===== src/rtl/dbg_tx_arbiter_if.sv =====
// Bus bundle between the debug-message producers and the shared UART byte sink.
// Purpose : groups the per-requester byte streams, the single transmit stream
//           and the arbiter status so that they travel as one port.
// Signals : req_valid/req_data/req_last/req_ready  per-requester byte handshake
//           tx_valid/tx_data/tx_ready               byte stream toward the UART
//           grant_id/busy/timeout_err               arbiter status
// Modports: master - producer/UART side (drives requests and tx_ready)
//           slave  - arbiter side
interface dbg_tx_arbiter_if #(
  parameter int N_REQ = 4
);
  localparam int GW = $clog2(N_REQ);

  logic [N_REQ-1:0]   req_valid;
  logic [8*N_REQ-1:0] req_data;
  logic [N_REQ-1:0]   req_last;
  logic [N_REQ-1:0]   req_ready;
  logic               tx_valid;
  logic [7:0]         tx_data;
  logic               tx_ready;
  logic [GW-1:0]      grant_id;
  logic               busy;
  logic               timeout_err;

  modport master (
    output req_valid, req_data, req_last, tx_ready,
    input  req_ready, tx_valid, tx_data, grant_id, busy, timeout_err
  );

  modport slave (
    input  req_valid, req_data, req_last, tx_ready,
    output req_ready, tx_valid, tx_data, grant_id, busy, timeout_err
  );
endinterface


===== src/rtl/dbg_tx_arbiter.sv =====
// Shares the single debug UART transmitter among N_REQ message producers.
// Grants are message-atomic and issued round-robin; a grant is revoked when the
// owner leaves its valid low for TIMEOUT consecutive cycles mid-message.
// Ports:
//   clk48  - system clock
//   rst_n  - asynchronous active-low reset
//   bus    - dbg_tx_arbiter_if.slave: requester handshakes, UART byte stream,
//            grant_id / busy / timeout_err status
module dbg_tx_arbiter #(
  parameter int N_REQ   = 4,
  parameter int TIMEOUT = 4095
) (
  input  logic             clk48,
  input  logic             rst_n,
  dbg_tx_arbiter_if.slave  bus
);
  localparam int GW = $clog2(N_REQ);
  localparam int CW = $clog2(TIMEOUT + 1);
  localparam logic [GW-1:0] LAST_IDX = GW'(N_REQ - 1);
  localparam logic [CW-1:0] TO_VAL   = CW'(TIMEOUT);

  typedef enum logic {IDLE, XFER} state_t;

  state_t        state_reg, state_next;
  logic [GW-1:0] rr_ptr_reg, rr_ptr_next;
  logic [GW-1:0] grant_reg, grant_next;
  logic [CW-1:0] idle_cnt_reg, idle_cnt_next;
  logic          timeout_err_reg, timeout_err_next;

  logic [7:0]       data_arr [N_REQ];
  logic [N_REQ-1:0] ready_vec;
  logic             owner_valid;
  logic             beat;
  logic             found;
  logic [GW-1:0]    winner;
  logic [GW-1:0]    ptr_after_grant;

  // Per-lane byte view and ready steering (only the owner ever sees ready).
  generate
    for (genvar gi = 0; gi < N_REQ; gi++) begin : g_lane
      assign data_arr[gi]  = bus.req_data[8*gi +: 8];
      assign ready_vec[gi] = (state_reg == XFER) && (grant_reg == GW'(gi)) &&
                             bus.req_valid[gi] && bus.tx_ready;
    end
  endgenerate

  assign owner_valid     = (state_reg == XFER) && bus.req_valid[grant_reg];
  assign beat            = owner_valid && bus.tx_ready;
  assign ptr_after_grant = (grant_reg == LAST_IDX) ? '0 : grant_reg + 1'b1;

  // Round-robin scan: first valid requester at or above rr_ptr, wrapping.
  always_comb begin
    logic [GW-1:0] idx;
    found  = 1'b0;
    winner = rr_ptr_reg;
    idx    = rr_ptr_reg;
    for (int k = 0; k < N_REQ; k++) begin
      if (!found && bus.req_valid[idx]) begin
        found  = 1'b1;
        winner = idx;
      end
      idx = (idx == LAST_IDX) ? '0 : idx + 1'b1;
    end
  end

  always_comb begin
    state_next       = state_reg;
    rr_ptr_next      = rr_ptr_reg;
    grant_next       = grant_reg;
    idle_cnt_next    = idle_cnt_reg;
    timeout_err_next = 1'b0;
    case (state_reg)
      IDLE: begin
        if (found) begin
          state_next    = XFER;
          grant_next    = winner;
          idle_cnt_next = '0;
        end
      end
      XFER: begin
        if (beat) begin
          idle_cnt_next = '0;
          if (bus.req_last[grant_reg]) begin
            state_next  = IDLE;
            rr_ptr_next = ptr_after_grant;
          end
        end else if (!owner_valid) begin
          // Backpressure with valid high is not idle; only a silent owner counts.
          if (idle_cnt_reg + 1'b1 == TO_VAL) begin
            state_next       = IDLE;
            rr_ptr_next      = ptr_after_grant;
            idle_cnt_next    = '0;
            timeout_err_next = 1'b1;
          end else begin
            idle_cnt_next = idle_cnt_reg + 1'b1;
          end
        end
      end
      default: state_next = IDLE;
    endcase
  end

  always_ff @(posedge clk48 or negedge rst_n) begin
    if (!rst_n) begin
      state_reg       <= IDLE;
      rr_ptr_reg      <= '0;
      grant_reg       <= '0;
      idle_cnt_reg    <= '0;
      timeout_err_reg <= 1'b0;
    end else begin
      state_reg       <= state_next;
      rr_ptr_reg      <= rr_ptr_next;
      grant_reg       <= grant_next;
      idle_cnt_reg    <= idle_cnt_next;
      timeout_err_reg <= timeout_err_next;
    end
  end

  assign bus.tx_valid    = owner_valid;
  assign bus.tx_data     = owner_valid ? data_arr[grant_reg] : 8'h00;
  assign bus.req_ready   = ready_vec;
  assign bus.grant_id    = grant_reg;
  assign bus.busy        = (state_reg == XFER);
  assign bus.timeout_err = timeout_err_reg;
endmodule


===== src/flat_wrapper.sv =====
// flat-port wrapper written by rule: the top's interface ports become plain ports
module dbg_tx_arbiter_flat 
#(
  parameter int N_REQ   = 4,
  parameter int TIMEOUT = 4095
)
  (clk48, rst_n, bus_req_valid, bus_req_data, bus_req_last, bus_tx_ready, bus_req_ready, bus_tx_valid, bus_tx_data, bus_grant_id, bus_busy, bus_timeout_err);
  dbg_tx_arbiter_if #(.N_REQ(N_REQ)) bus_i ();
  input  logic clk48;
  input  logic rst_n;
  input wire logic [$bits(bus_i.req_valid)-1:0] bus_req_valid;
  input wire logic [$bits(bus_i.req_data)-1:0] bus_req_data;
  input wire logic [$bits(bus_i.req_last)-1:0] bus_req_last;
  input wire logic [$bits(bus_i.tx_ready)-1:0] bus_tx_ready;
  output wire logic [$bits(bus_i.req_ready)-1:0] bus_req_ready;
  output wire logic [$bits(bus_i.tx_valid)-1:0] bus_tx_valid;
  output wire logic [$bits(bus_i.tx_data)-1:0] bus_tx_data;
  output wire logic [$bits(bus_i.grant_id)-1:0] bus_grant_id;
  output wire logic [$bits(bus_i.busy)-1:0] bus_busy;
  output wire logic [$bits(bus_i.timeout_err)-1:0] bus_timeout_err;
  assign bus_i.req_valid = bus_req_valid;
  assign bus_i.req_data = bus_req_data;
  assign bus_i.req_last = bus_req_last;
  assign bus_i.tx_ready = bus_tx_ready;
  assign bus_req_ready = bus_i.req_ready;
  assign bus_tx_valid = bus_i.tx_valid;
  assign bus_tx_data = bus_i.tx_data;
  assign bus_grant_id = bus_i.grant_id;
  assign bus_busy = bus_i.busy;
  assign bus_timeout_err = bus_i.timeout_err;
  dbg_tx_arbiter #(.N_REQ(N_REQ), .TIMEOUT(TIMEOUT)) u_core (.clk48(clk48), .rst_n(rst_n), .bus(bus_i));
endmodule

===== config.mk =====
export PLATFORM = sky130hd
export DESIGN_NAME = dbg_tx_arbiter_flat
export DESIGN_NICKNAME = d
export VERILOG_FILES = /design/src/rtl/dbg_tx_arbiter_if.sv /design/src/rtl/dbg_tx_arbiter.sv /design/src/flat_wrapper.sv
export SDC_FILE = /design/constraint.sdc
export NUM_CORES = 1
export LEC_CHECK = 0
export CELL_PAD_IN_SITES_DETAIL_PLACEMENT = 1
export CELL_PAD_IN_SITES_GLOBAL_PLACEMENT = 1
export CORE_ASPECT_RATIO = 1.25
export CORE_MARGIN = 4
export CORE_UTILIZATION = 30
export CTS_BUF_LIST = sky130_fd_sc_hd__clkbuf_2
export CTS_CLUSTER_DIAMETER = 80
export DETAILED_ROUTE_END_ITERATION = 8
export DONT_BUFFER_PORTS = 1
export GPL_ROUTABILITY_DRIVEN = 0
export PLACE_DENSITY = 0.66
export SYNTH_ARGS = -nofsm -noshare
export SYNTH_HDL_FRONTEND = slang
export SYNTH_SLANG_ARGS = --single-unit

===== constraint.sdc =====
create_clock -name clk48 -period 2.36 [get_ports clk48]
set_input_delay 0.236 -clock clk48 [delete_from_list [all_inputs] [get_ports clk48]]
set_output_delay 0.236 -clock clk48 [all_outputs]
set_load 0.005 [all_outputs]

==> summary.md <==
| Metric | Value |
|---|---|
| Status | finished, violations left |
| Number of synthesized register bits | 18 |
| Die X | 77.5 um |
| Max reg flops | 12 |
| DPL Wire Length | 4200 um |
| Synthesized area | about 0.0018 mm2 |
| Clock share of power | 6.0% |
| CTS root buf | clkbuf_2 |
| Ports | 60 |
| Syn_nets | approximately 250 |
| Worst path slowest cell | or4b_4 |
| Pin count of the biggest net entering global routing | 19 |
| Hold WC Path Type | in2reg |
| Relative slew slack | 40.4% |
| Iter 0 DRT Violations | between 80 and 90 |
| VDD IR max | between 0.7 and 0.8 mV |
| Net Sw Frac | 46.6% |
| Final Util | between 30% and 40% |
| Post-synthesis cell type count | slightly below 50 |
| Post-route cell area | ~0.0021 mm2 |
| Syn Inst Count | 194 |
| Placed insts | 270 |
| Vias/cell | roughly 6 |
| NetSw | 1130 uW |
| Share of cells above drive strength 1 | between 20 and 30% |
| Combinational power share | about three quarters |
| Sequential share of power | about a fifth |
| Final worst path period need | around 2400 ps |
| Vias in the first global route | 1723 |
| Most common cell after layout, fill and taps aside | buf_4 |
| P_leak | 0.000903 uW |
| Fmax | ~0.42 GHz |
| H-tree levels | 1 |
| Least-Margin Pin Slew | 891 ps |
| Layout Area Growth over Synthesis | 15.7% |
| DRT Wirelength | around 5400 um |
| DR WL/cell | between 15 and 20 um |
| # DRC | 0 |
| Cell row count | 31 |
| Worst Setup Slack, final | -14.2 ps |
| Mapped Avg Cell Area | about 9.3 um2 |
| Failing checks | setup timing |
| Die height | 94.9 um |
| TritonCTS clock tree | yes |
| Via count of the routed design | between 1500 and 2000 |
| TritonCTS Buffers | 3 |
| Initial antenna violation count | 0 |
| Synth Warn # | 0 |
| ANT cells | 0 |
| Max-cap violation count | 0 |
| Final Non-Filler Cells | 276 |
| RSZ-0062 raised after global routing | true |
| Crit Path Max Fanout | 7 |
| Most frequent cells in the layout | buf_4, nor2_1, dfrtp_1 |
| Worst setup SP type | flop |
| Critical Path End Type | flop |
| Antenna-violating nets left | 0 |
| Pre-CTS setup slack | -143 ps |
| Internal power | 1290 uW |
| Fin crit share | 101% |
| Hold Fails Final Rpt | 0 |
| Post-synth top area cell | dfrtp_1 |
| First-pass GRT wire length | about 9000 um |
| Core region area | a little under 0.006 mm2 |
| Area contributors post-synth | dfrtp_1, mux4_2, ha_1 |
| Clock Sinks | 18 |
| Synth top area share | around 25% |
| 1st-pass router iterations | 4 |
| Final hold slack | between 300 and 400 ps |
| CP Cell Sequence | ha_4 -> or4b_4 -> a31oi_4 -> o21ai_2 -> o32a_1 -> buf_4 -> a31oi_1 |
| Placed Area | ~0.002 mm2 |
| Pins Over Slew Limit | 0 |
| Clock skew | 15.1 ps |
| Final setup fails | 6 |
| Max incr delay on CP | ~530 ps |
| Clk pin slew, worst setup/hold paths | approximately 200 ps |
| Crit path required time | 2630 ps |
| Pwr dens | between 1000 and 1500 mW/mm2 |
| Fin nets | 262 |
| # port buffers | 0 |
| Overflow after GRT | 0 |
| Total track usage | between 10% and 20% |
| WP data arrival | 2640 ps |
| Die area | 0.00736 mm2 |
| Fillers | roughly 710 |
| CP Class | reg2reg |
| Skew-Pair Late Insertion Delay | between 300 and 400 ps |
| Starting Density | between 30 and 40% |
| Sequential area share after synthesis | between 20 and 25% |
| CTS Buffer Depth | 2 |
what timing repair did:
| action | CTS | global route |
|---|---|---|
| resized for setup | 5 | 7 |
| cloned | 0 | 0 |
| setup buffers | 0 | 1 |
| pin swaps | 1 | 6 |
| hold endpoints to repair | 18 | 0 |
| hold buffers | 1 | 0 |
| endpoints found under the setup margin | 16 | 15 |
layer usage:
| metal | global-route usage [%] | share of wire (%) |
|---|---|---|
| met4 | 1.48 | 0.11 |
| met1 | 18.6 | 41 |
| met3 | 2.67 | 2.1 |
| met5 | 0 | 0 |
| met2 | 28.3 | 56 |
critical path, delay by kind of cell, from the launching register on:
family | cells | cell delay (ps)
adder cells (fa/ha/maj) | 1 | 280
buffers and inverters | 1 | 180
flip-flops | 1 | 450
AND/OR/NAND/NOR | 1 | 530
AO/OA/AOI/OAI | 4 | 900
cell type report:
class                      count  area (um2)  share of cell area [%]
clock buffer                   3        15.0                   0.716
clock inverter                 1        3.75                   0.179
inverter                      10        37.5                    1.79
multi-input combinational    155        1330                    63.4
sequential                    18         453                    21.6
tap                           66        82.6                    3.94
timing repair buffer          23         175                    8.35
synth_stat cells, drive strengths merged:
library cell	count
a22oi	1
buf	7
o32a	1
a2111o	2
and2b	1
o22ai	1
o31ai	1
a311o	1
ha	8
mux4	11
dfrtp	18
o31a	3
o2bb2ai	1
xor2	1
a221o	1
and2	3
and3	14
nor2	16
o22a	1
nor3	2
a41oi	1
a21oi	9
inv	10
clkbuf	4
nand4	5
a31oi	13
or3b	1
nand3	5
o211a	2
or4b	3
o211ai	3
mux2	7
xnor2	2
nand2	9
nand2b	2
or3	3
mux2i	6
nor4	2
o21ai	10
or2b	2
or2	1
power groups by stage:
stage / Clock [uW] / Sequential, uW / Combinational, uW
2_1_floorplan: 0 / 478 / 1260
3_3_place_gp: 0 / 472 / 1640
3_5_place_dp: 0 / 477 / 1700
4_1_cts: 151 / 481 / 1760
5_1_grt: 161 / 496 / 2000
6_report: 146 / 479 / 1800
kinds of logic (layout without fill, tap and decap cells):
logic type               Yosys count  count (layout)  share of synthesized area, %
multiplexers                      24              24                          21.3
XOR/XNOR                           3               3                          1.45
adder cells (fa/ha/maj)            8               8                          5.52
AND/OR/NAND/NOR                   69              69                          21.4
buffers and inverters             21              37                          4.97
AO/OA/AOI/OAI                     51              51                          20.5
flip-flops                        18              18                          24.8
per-stage QoR:
stage	TNS [ps]	power, uW
floorplan	-632	1740
global placement	-291	2120
detailed placement	-1240	2180
CTS	0	2390
global route	-995	2650
finish	-43.9	2430
final timing paths:
kind	slack, ps	endpoint	depth (start not counted)	startpoint
min	320	u_core.bus.busy	3	bus_tx_ready
max reg2reg	-10	u_core.idle_cnt_reg[4]	7	u_core.rr_ptr_reg[1]
min in group asynchronous	440	u_core.idle_cnt_reg[7]	1	rst_n
max in group asynchronous	1310	u_core.idle_cnt_reg[1]	1	rst_n
min reg2reg	540	u_core.idle_cnt_reg[9]	1	u_core.idle_cnt_reg[9]
max	-10	u_core.idle_cnt_reg[4]	7	u_core.rr_ptr_reg[1]
Note: power is estimated with default switching activity, not from simulation.
